<file path="src/rtl/baud_rate_ctrl.sv">
// Baud rate controller: free-running x16 oversampling tick generator whose
// divisor is set either by a manual write or by measuring one start bit.
module baud_rate_ctrl #(
  parameter int DIV_W       = 12,
  parameter int CNT_W       = 16,
  parameter int DEFAULT_DIV = 163,
  parameter int MIN_CNT     = 32
) (
  input  logic             clk,
  input  logic             rst_n,
  input  logic             rx,
  input  logic             auto_start,
  input  logic             cfg_we,
  input  logic [DIV_W-1:0] cfg_div,
  output logic             s_tick,
  output logic [DIV_W-1:0] div_out,
  output logic             locked,
  output logic             busy,
  output logic             err
);

  typedef enum logic [2:0] {
    IDLE,
    WAIT_IDLE,
    WAIT_FALL,
    MEASURE,
    CALC
  } state_t;

  localparam logic [CNT_W-1:0] CNT_MAX   = '1;
  localparam logic [CNT_W-1:0] MIN_CNT_C = CNT_W'(MIN_CNT);
  localparam logic [DIV_W-1:0] DIV_MAX   = '1;
  localparam logic [DIV_W-1:0] DIV_RESET = DIV_W'(DEFAULT_DIV);
  localparam logic [DIV_W-1:0] DIV_FLOOR = DIV_W'(2);

  state_t           state_q, state_d;
  logic [CNT_W-1:0] measCnt_q, measCnt_d;
  logic [DIV_W-1:0] div_q, div_d;
  logic [DIV_W-1:0] tickCnt_q;
  logic [DIV_W-1:0] autoDiv;
  logic [31:0]      calcDiv;
  logic             rxMeta_q, rxSync_q;
  logic             locked_q, busy_q, err_q, err_d, sTick_q;
  logic             divLoad, cfgValid;

  assign cfgValid = cfg_we && (cfg_div >= DIV_FLOOR);

  // Two-flop synchronizer for the asynchronous serial line; idles high.
  always_ff @(posedge clk or negedge rst_n) begin
    if (!rst_n) begin
      rxMeta_q <= 1'b1;
      rxSync_q <= 1'b1;
    end else begin
      rxMeta_q <= rx;
      rxSync_q <= rxMeta_q;
    end
  end

  // Convert the measured start-bit length to a x16 divisor, rounded, saturated and floored at 2.
  always_comb begin
    calcDiv = (32'(measCnt_q) + 32'd8) >> 4;
    if (calcDiv > 32'(DIV_MAX)) begin
      autoDiv = DIV_MAX;
    end else if (calcDiv < 32'd2) begin
      autoDiv = DIV_FLOOR;
    end else begin
      autoDiv = DIV_W'(calcDiv);
    end
  end

  // Autobaud next-state logic; a valid manual write overrides everything.
  always_comb begin
    state_d   = state_q;
    measCnt_d = measCnt_q;
    div_d     = div_q;
    divLoad   = 1'b0;
    err_d     = 1'b0;
    unique case (state_q)
      IDLE: begin
        if (auto_start) state_d = WAIT_IDLE;
      end
      WAIT_IDLE: begin
        if (rxSync_q) state_d = WAIT_FALL;
      end
      WAIT_FALL: begin
        if (!rxSync_q) begin
          state_d   = MEASURE;
          measCnt_d = CNT_W'(1);
        end
      end
      MEASURE: begin
        if (rxSync_q) begin
          state_d = CALC;
        end else if (measCnt_q == CNT_MAX) begin
          state_d = IDLE;
          err_d   = 1'b1;
        end else begin
          measCnt_d = measCnt_q + CNT_W'(1);
        end
      end
      CALC: begin
        state_d = IDLE;
        if (measCnt_q < MIN_CNT_C) begin
          err_d = 1'b1;
        end else begin
          divLoad = 1'b1;
          div_d   = autoDiv;
        end
      end
      default: state_d = IDLE;
    endcase
    if (cfgValid) begin
      state_d = IDLE;
      err_d   = 1'b0;
      divLoad = 1'b1;
      div_d   = cfg_div;
    end
  end

  // FSM state, measurement counter and status flags.
  always_ff @(posedge clk or negedge rst_n) begin
    if (!rst_n) begin
      state_q   <= IDLE;
      measCnt_q <= '0;
      busy_q    <= 1'b0;
      err_q     <= 1'b0;
    end else begin
      state_q   <= state_d;
      measCnt_q <= measCnt_d;
      busy_q    <= (state_d != IDLE);
      err_q     <= err_d;
    end
  end

  // Divisor register; any load marks the divisor as valid.
  always_ff @(posedge clk or negedge rst_n) begin
    if (!rst_n) begin
      div_q    <= DIV_RESET;
      locked_q <= 1'b0;
    end else if (divLoad) begin
      div_q    <= div_d;
      locked_q <= 1'b1;
    end
  end

  // Tick counter runs 0..div-1 and restarts whenever the divisor is reloaded.
  always_ff @(posedge clk or negedge rst_n) begin
    if (!rst_n) begin
      tickCnt_q <= '0;
      sTick_q   <= 1'b0;
    end else if (divLoad) begin
      tickCnt_q <= '0;
      sTick_q   <= 1'b0;
    end else if (tickCnt_q == div_q - DIV_W'(1)) begin
      tickCnt_q <= '0;
      sTick_q   <= 1'b1;
    end else begin
      tickCnt_q <= tickCnt_q + DIV_W'(1);
      sTick_q   <= 1'b0;
    end
  end

  assign s_tick  = sTick_q;
  assign div_out = div_q;
  assign locked  = locked_q;
  assign busy    = busy_q;
  assign err     = err_q;

endmodule
</file>
<file path="config.mk">
export PLATFORM = sky130hd
export DESIGN_NAME = baud_rate_ctrl
export DESIGN_NICKNAME = d
export VERILOG_FILES = /design/src/rtl/baud_rate_ctrl.sv
export SDC_FILE = /design/constraint.sdc
export NUM_CORES = 1
export LEC_CHECK = 0
export CORE_MARGIN = 1
export CORE_UTILIZATION = 63
export CTS_BUF_LIST = sky130_fd_sc_hd__clkbuf_4
export CTS_CLUSTER_DIAMETER = 150
export DETAILED_ROUTE_END_ITERATION = 10
export PLACE_DENSITY = 0.88
export SYNTH_ARGS = -nofsm -noshare
export SYNTH_HDL_FRONTEND = slang
export SYNTH_SLANG_ARGS = --single-unit
</file>
<file path="constraint.sdc">
create_clock -name clk -period 6.5 [get_ports clk]
set_clock_uncertainty 0.1 [all_clocks]
set_input_delay 0.65 -clock clk [delete_from_list [all_inputs] [get_ports clk]]
set_output_delay 0.65 -clock clk [all_outputs]
set_load 0.02 [all_outputs]
</file>
**Word level (Yosys, flattened, before mapping)**

Cells that the tools add are included.

- $add $sub $neg: 4
- Order comparisons: 4
- Equality and inequality tests: 10
- Multiplexer cells: 28
- Reductions and logical operators: 7

Operators with widths:

| kind | count |
|---|---|
| 2-to-1 mux 12 bit | 7 |
| 2-to-1 mux 16 bit | 3 |
| case mux 16 bit (2 select lines) | 1 |
| 2-to-1 mux 3 bit | 6 |
| adder 16 x 4 -> 17 bit, second input constant | 1 |
| adder 16 x 1 -> 16 bit, second input constant | 1 |
| == test 16 bit, second input constant | 1 |
| less-than comparator 16 x 6 -> 1 bit, second input constant | 1 |
| greater-than comparator 13 x 12 -> 1 bit, second input constant | 1 |
| less-than comparator 13 x 2 -> 1 bit, second input constant | 1 |
| adder 12 x 1 -> 12 bit, second input constant | 1 |
| == test 12 bit | 1 |
| >= comparator 12 x 2 -> 1 bit, second input constant | 1 |
| case mux 3 bit (4 select lines) | 1 |
| subtractor 12 x 1 -> 12 bit, second input constant | 1 |
| 2-to-1 mux 1 bit | 9 |
| != test 2 bit, second input constant | 4 |
| == test 3 x 2 -> 1 bit, second input constant | 2 |
| AND reduction 4 bit | 1 |
| nonzero test 2 bit | 2 |
| == test 3 x 1 -> 1 bit, second input constant | 1 |
| == test 3 bit, second input constant | 1 |
| logical NOT 3 bit | 1 |
| AND reduction 3 bit | 1 |
| 3 further kinds | 3 |

- Register bits after elaboration: 49
- Input port bits: 17
- Output and inout bits: 16
- Word-level logic and storage cells: 63

**Logic depth before layout (Yosys ltp)**

Gate-level depths: netlist (run 1).

- Depth in word-level cells: 7
- Gate-level depth with buffers: 9
- Depth with buffers taken out: 8

**Worst setup path before layout (run 1)**

OpenSTA, ideal clock, no wires.

- Path kind: register -> register
- Start: register div_q[2] (netlist: div_out[2])
- End: register tickCnt_q[4]
- Library setup time: 0.137 ns
- Arrival: 2.347 ns
- Required time: 6.263 ns
- Slack: 3.916 ns
- Stages on the path, launching flop included: 8
- Buffers on the path: 1
- Period minus slack after synthesis: 2.584 ns
- Cell sequence: dfrtp_1 or3_1 or3_1 a2111oi_2 nand4_1 nor4b_4 buf_6 nor4_1

- Longest elaborated chain between the ends: 4

Ends and longest elaborated chain:

| item | RTL line | text |
|---|---|---|
| from (decl) | 38 | `logic [DIV_W-1:0] div_q, div_d;` |
| from (signal assigned) | 141 | `div_q <= div_d;` |
| subtractor 12 x 1 -> 12 bit | 154 | `end else if (tickCnt_q == div_q - DIV_W'(1)) begin` |
| == test 12 bit | 154 |  |
| 2-to-1 mux 12 bit | 154 |  |
| 2-to-1 mux 12 bit | 151 | `end else if (divLoad) begin` |
| to (signal assigned) | 158 | `tickCnt_q <= tickCnt_q + DIV_W'(1);` |
| to (decl) | 39 | `logic [DIV_W-1:0] tickCnt_q;` |

Every way passes these cells.
A chain may end at the register's enable or synchronous reset.

**Worst setup path after layout (run 1)**

- Start: register div_q[0] (netlist: div_out[0])
- End: register tickCnt_q[11]

Same word-level chain as after synthesis.

==> results.yml, run 1 <==
power_and_ir_drop:
  p_leak_nw: 1.40
  power_density_nw_per_um2: 175
  p_int_mw: 0.430
  combPwrFrac: 0.187
  p_seq_frac: 0.573
  worst_ir_drop_vdd_v: 0.000150
  p_sw_frac: 0.293
  clkPwrFrac: 0.240
  p_sw_mw: 0.178
finish:
  area_growth_pct: 12.4
  final_util: 0.734
  final_cell_count_no_fill: 438
  multi_input_area_um2: 1740
  antenna-diode-count: 0
  nFillCells: 370
  drive_gt1_frac: 0.0755
  nets: 391
  seqCellArea_um2: 1230
floorplanning:
  die_h_um: 72.0
  std_cell_rows: 25
  ios: 33
  initial_utilization: 0.653
  die_area_um2: 5180
  die_w_um: 72.0
  core_region_area_um2: 4720
clock_tree:
  cts_buffers: 5
  post_cts_resized: 0
  clk_latency_ns: 0.38
  root_buffer: "clkbuf_4"
  cts_hold_buffers: 0
  htree_levels: 2
  cts_sinks: 49
  post_cts_buffers: 0
  cts_buffer_depth: 2
  cts_tree: "built"
  clk_pin_slew_ns: 0.14
route:
  drc: 0
  wl_per_cell_um: 15.7
  via_count: 2753
  firstDrtPassIters: 5
  routed_wirelength_mm: 6.89
  antenna_left: 0
  viasPerCell: 6.29
  drtIter0Drc: 232
timing:
  rsz0062_at_grt: "no"
  timing_hold_violations_final: 0
  finalSetupTns_ns: 0
  slew_violations: 0
  worstMarginPinSlew_ns: 1.32
  period_needed_ns: 2.99
  period_share: 0.460
  fmax_ghz: 0.334
  hold_ws_ns: 0.266
  timing.slew.headroom: 0.118
  setup_slack_ns: 3.51
  setup-violations-final: 0
grt:
  antenna_found_initial: 0
  grt_max_degree: 50
  grt_pass1_vias: 2595
  grt_pass1_wl_mm: 12.0
  grt-ovfl-total: 0
  track_usage: 0.296
worst_setup_path:
  worstPathArrival_ns: 3.10
  slowest_stage: "nor4b_4"
  start_kind: "register"
  setup.worst_path.class: "reg -> reg"
  cp.required_ns: 6.61
  cpPeakStageDelay_ns: 0.70
  cp-end-kind: "register"
  critPathMaxFanout: 13
  crit_chain: "inv_1, ha_1, or4b_2, nor3_1, xnor2_1, nand4_1, nor4b_4, nor4_1"
logic_synthesis:
  syn_avg_cell_area_um2: 8.74
  ys_seq_elements: 49
  yosysWarningCount: 0
  syn-cell-area_um2: 3090
  synth_top_area_share: 0.349
  synth_most_common_cell: "dfrtp_1"
  synth_cell_types: 48
  synth_ff_type: "dfrtp_1"
  synthArstFlopShare: 1.00
  synth_top_area_cell: "dfrtp_1"
  seq_area_frac_synth: 0.400
  synth_nets: 374
  synth-edff-count: 0
  synthTopCellsByArea: "dfrtp_1 (35%), xor2_1 (7.7%), xnor2_1 (5.7%)"
  synth_cells: 353
  synth_common_cells: "dfrtp_1 (43), nor2_1 (33), o21ai_0 (28), nand3_1 (27), xor2_1 (27)"
place:
  portBuffers: 32
  placed_cells: 430
  gp_congestion: 0.934
  hpwl_mm: 4.97
  dp_worst_setup_slack_ns: 3.54
min_path:
  min_path_type: "reg -> reg"
run_status:
  status: "finished, final reports clean"
run:
  cap_violations: 0
power groups by stage:
| stage | combinational [mW] | sequential (mW) | clock, mW |
|---|---|---|---|
| 3_3_place_gp | 0.110 | 0.353 | 0 |
| 6_report | 0.114 | 0.349 | 0.146 |
| 4_1_cts | 0.114 | 0.348 | 0.148 |
| 3_5_place_dp | 0.114 | 0.354 | 0 |
| 5_1_grt | 0.129 | 0.352 | 0.158 |
| 2_1_floorplan | 0.0635 | 0.355 | 0 |
state kept, by name, summed over array words and instances, names as in the netlist:
signal and cells:
err 1, tickCnt_q 12, rxSync_q 1, state_q 3, busy 1, s_tick 1
measCnt_q 16, rxMeta_q 1, locked 1, div_out 12
metrics by stage:
step                      cell area (um^2)  power, mW
after global routing                  3470      0.639
after detailed placement              3410      0.468
after global placement                3410      0.463
after CTS                             3470      0.611
after floorplan                       3090      0.419
final                                 3470      0.608
final timing paths:
check / from / to / slack, ns / depth (start not counted)
max: div_out[0]$_DFFE_PN1P_ / tickCnt_q[11]$_DFF_PN0_ / 3.51 / 8
min: rxMeta_q$_DFF_PN1_ / rxSync_q$_DFF_PN1_ / 0.27 / 0
max reg2reg: div_out[0]$_DFFE_PN1P_ / tickCnt_q[11]$_DFF_PN0_ / 3.51 / 8
min reg2reg: rxMeta_q$_DFF_PN1_ / rxSync_q$_DFF_PN1_ / 0.27 / 0
max in group asynchronous: rst_n / measCnt_q[11]$_DFFE_PN0P_ / 5.27 / 1
min in group asynchronous: rst_n / div_out[9]$_DFFE_PN0P_ / 0.35 / 1
layout by cell type, fill, tap and decap left out, drive strengths merged, types with 13 or more instances in the layout:
master and n:
nand4 13, dfrtp 43, nand2 24, clkdlybuf4s50 31, xor2 27, xnor2 20, o21ai 28, nand3 27
nor4 16, nor2 33
critical path: cells and delay by family (launching register included):
family	cells	cell delay [ns]
buffers and inverters	1	0.07
XOR/XNOR	1	0.16
AND/OR/NAND/NOR	5	1.78
adder cells (fa/ha/maj)	1	0.28
flip-flops	1	0.42
logic make-up after synthesis:
family                     count (synthesis)  synth area share
xor gates and xnor gates                  47             0.133
DFF                                       49             0.400
muxes                                      5            0.0174
and+or+nand+nor                          163             0.285
AOI/OAI and AO/OA                         54             0.108
buffers and inverters                     31            0.0401
adders and majority gates                  4            0.0162
area by class of cell:
type | count | share of cell area
clock inverters | 1 | 0.00217
inverters | 8 | 0.00866
well taps | 67 | 0.0242
repair buffers | 33 | 0.0931
flip-flops and latches | 49 | 0.356
multi-input cells | 273 | 0.501
clock buffers | 7 | 0.0152
layer usage:
| layer | track usage | part of all wire | vias up |
|---|---|---|---|
| li1 | - | - | 1285 |
| met1 | 0.389 | 0.42 | 1328 |
| met2 | 0.499 | 0.50 | 124 |
| met3 | 0.0500 | 0.059 | 16 |
| met4 | 0.102 | 0.018 | 0 |
| met5 | 0 | 0 | - |
Power figures use the tool's default switching activity.
==> run 2: changes to the inputs <==
--- a/config.mk
+++ b/config.mk
@@ -6,11 +6,11 @@
 export NUM_CORES = 1
 export LEC_CHECK = 0
 export CORE_MARGIN = 1
-export CORE_UTILIZATION = 63
+export CORE_UTILIZATION = 53
 export CTS_BUF_LIST = sky130_fd_sc_hd__clkbuf_4
 export CTS_CLUSTER_DIAMETER = 150
 export DETAILED_ROUTE_END_ITERATION = 10
-export PLACE_DENSITY = 0.88
+export PLACE_DENSITY = 0.78
 export SYNTH_ARGS = -nofsm -noshare
 export SYNTH_HDL_FRONTEND = slang
 export SYNTH_SLANG_ARGS = --single-unit
==> constraint.sdc (replaced) <==
create_clock -name clk -period 2.7 [get_ports clk]
set_clock_uncertainty 0.1 [all_clocks]
set_input_delay 0.27 -clock clk [delete_from_list [all_inputs] [get_ports clk]]
set_output_delay 0.27 -clock clk [all_outputs]
set_load 0.02 [all_outputs]
==> results.yml, run 2 (same netlist as run 1, synthesis figures left out) <==
run_status:
  status: "finished, final reports clean"
power_and_ir_drop:
  power_density_nw_per_um2: 404
  worst_ir_drop_vdd_v: 0.000383
  power_mw: 1.47
  combPwrFrac: 0.208
  p_sw_mw: 0.443
  p_seq_frac: 0.567
  clkPwrFrac: 0.225
  p_leak_nw: 1.48
  p_sw_frac: 0.301
  p_int_mw: 1.03
place:
  dp_worst_setup_slack_ns: 0.0353
  gp_congestion: 0.881
  portBuffers: 32
  hpwl_mm: 5.42
  placed_cells: 449
finish:
  area_growth_pct: 18.0
  final_cell_count_no_fill: 458
  layout_commonest_cell: "dfrtp_1"
  nFillCells: 464
  largest_reg_flops: 16
  nets: 406
  drive_gt1_frac: 0.122
  largest_register: "measCnt_q"
  layout_common_cells: "dfrtp_1 (43), nor2_1 (33), clkdlybuf4s50_1 (31)"
  antenna-diode-count: 0
worst_setup_path:
  worstPathArrival_ns: 2.69
  cp.required_ns: 2.83
  setup.worst_path.class: "reg -> reg"
  critPathMaxFanout: 13
  start_kind: "register"
  cp-end-kind: "register"
clock_tree:
  htree_levels: 2
  cts_tree: "built"
  cts_buffer_depth: 2
  cts_buffers: 5
  clk_latency_ns: 0.37
  root_buffer: "clkbuf_4"
  clk_pin_slew_ns: 0.14
  cts_sinks: 49
floorplanning:
  die_h_um: 78.3
  initial_utilization: 0.554
  ios: 33
  die_w_um: 78.3
  std_cell_rows: 27
  die_area_um2: 6130
  core_region_area_um2: 5570
timing:
  period_share: 0.948
  setup-violations-final: 0
  finalSetupTns_ns: 0
  period_needed_ns: 2.56
  setup_slack_ns: 0.140
  worstMarginPinSlew_ns: 1.03
  timing_hold_violations_final: 0
  fmax_ghz: 0.391
  timing.slew.headroom: 0.313
  rsz0062_at_grt: "no"
  slew_violations: 0
min_path:
  min_path_type: "in -> reg"
route:
  drtIter0Drc: 168
  viasPerCell: 6.01
  via_count: 2751
  routed_wirelength_mm: 7.37
  drc: 0
  firstDrtPassIters: 5
  wl_per_cell_um: 16.1
  antenna_left: 0
run:
  cap_violations: 0
grt:
  track_usage: 0.257
  grt_pass1_wl_mm: 12.2
  grt_max_degree: 48
  grt_pass1_vias: 2553
  grt-ovfl-total: 0
  antenna_found_initial: 0
[run 2: cell type report]
class,instances,area (um^2),share of cell area
clock buffer,5,37.5,0.0103
clock inverter,3,17.5,0.00481
inverter,8,30.0,0.00825
multi-input combinational,273,1780,0.489
sequential,49,1230,0.339
tap,72,90.1,0.0248
timing repair buffer,48,450,0.124
[run 2: per-layer routing]
| layer | share of wire | vias to the layer above | GRT usage |
|---|---|---|---|
| li1 | - | 1316 | - |
| met1 | 0.43 | 1306 | 0.330 |
| met2 | 0.50 | 111 | 0.431 |
| met3 | 0.058 | 18 | 0.0419 |
| met4 | 0.020 | 0 | 0.104 |
| met5 | 0 | - | 0 |
[run 2: final timing paths]
kind	from	end	slack, ns	cells after the start
max in group asynchronous	rst_n	div_out[0]$_DFFE_PN1P_	1.29	3
hold / removal	rx	rxMeta_q$_DFF_PN1_	0.18	1
setup / recovery	div_out[0]$_DFFE_PN1P_	tickCnt_q[7]$_DFF_PN0_	0.14	9
min in group asynchronous	rst_n	measCnt_q[8]$_DFFE_PN0P_	0.50	2
setup reg to reg	div_out[0]$_DFFE_PN1P_	tickCnt_q[7]$_DFF_PN0_	0.14	9
hold reg to reg	rxMeta_q$_DFF_PN1_	rxSync_q$_DFF_PN1_	0.27	0
[run 2: power groups by stage]
stage / Combinational, mW / Clock [mW] / Sequential (mW)
6_report: 0.307 / 0.331 / 0.834
2_1_floorplan: 0.153 / 0 / 0.855
5_1_grt: 0.341 / 0.370 / 0.840
3_3_place_gp: 0.285 / 0 / 0.843
3_5_place_dp: 0.297 / 0 / 0.847
4_1_cts: 0.300 / 0.344 / 0.833
[run 2: what timing repair did]
action / CTS / global route
gates cloned: 0 / 0
setup endpoints to repair: 1 / 13
hold buffers: 1 / 0
resized for setup: 2 / 6
pin swaps: 0 / 1
buffers inserted: 0 / 0
hold endpoints to repair: 32 / 0
[run 2: worst max-delay path, stage by stage (launching register included)]
cell	delay (ns)
dfstp_2	0.42
inv_1	0.12
ha_4	0.18
or4b_2	0.59
nor3_1	0.20
xnor2_1	0.14
nand4_1	0.14
nor4b_4	0.30
buf_12	0.18
nor4_1	0.05
[run 2: metrics by stage]
| step | hold WS (ns) | area [um^2] | util |
|---|---|---|---|
| after global placement | 0.247 | 3530 | 0.633 |
| after detailed placement | 0.252 | 3530 | 0.633 |
| final | 0.180 | 3640 | 0.653 |
| after floorplan | -0.126 | 3090 | - |
| after global routing | 0.171 | 3640 | 0.653 |
| after CTS | 0.165 | 3600 | 0.646 |
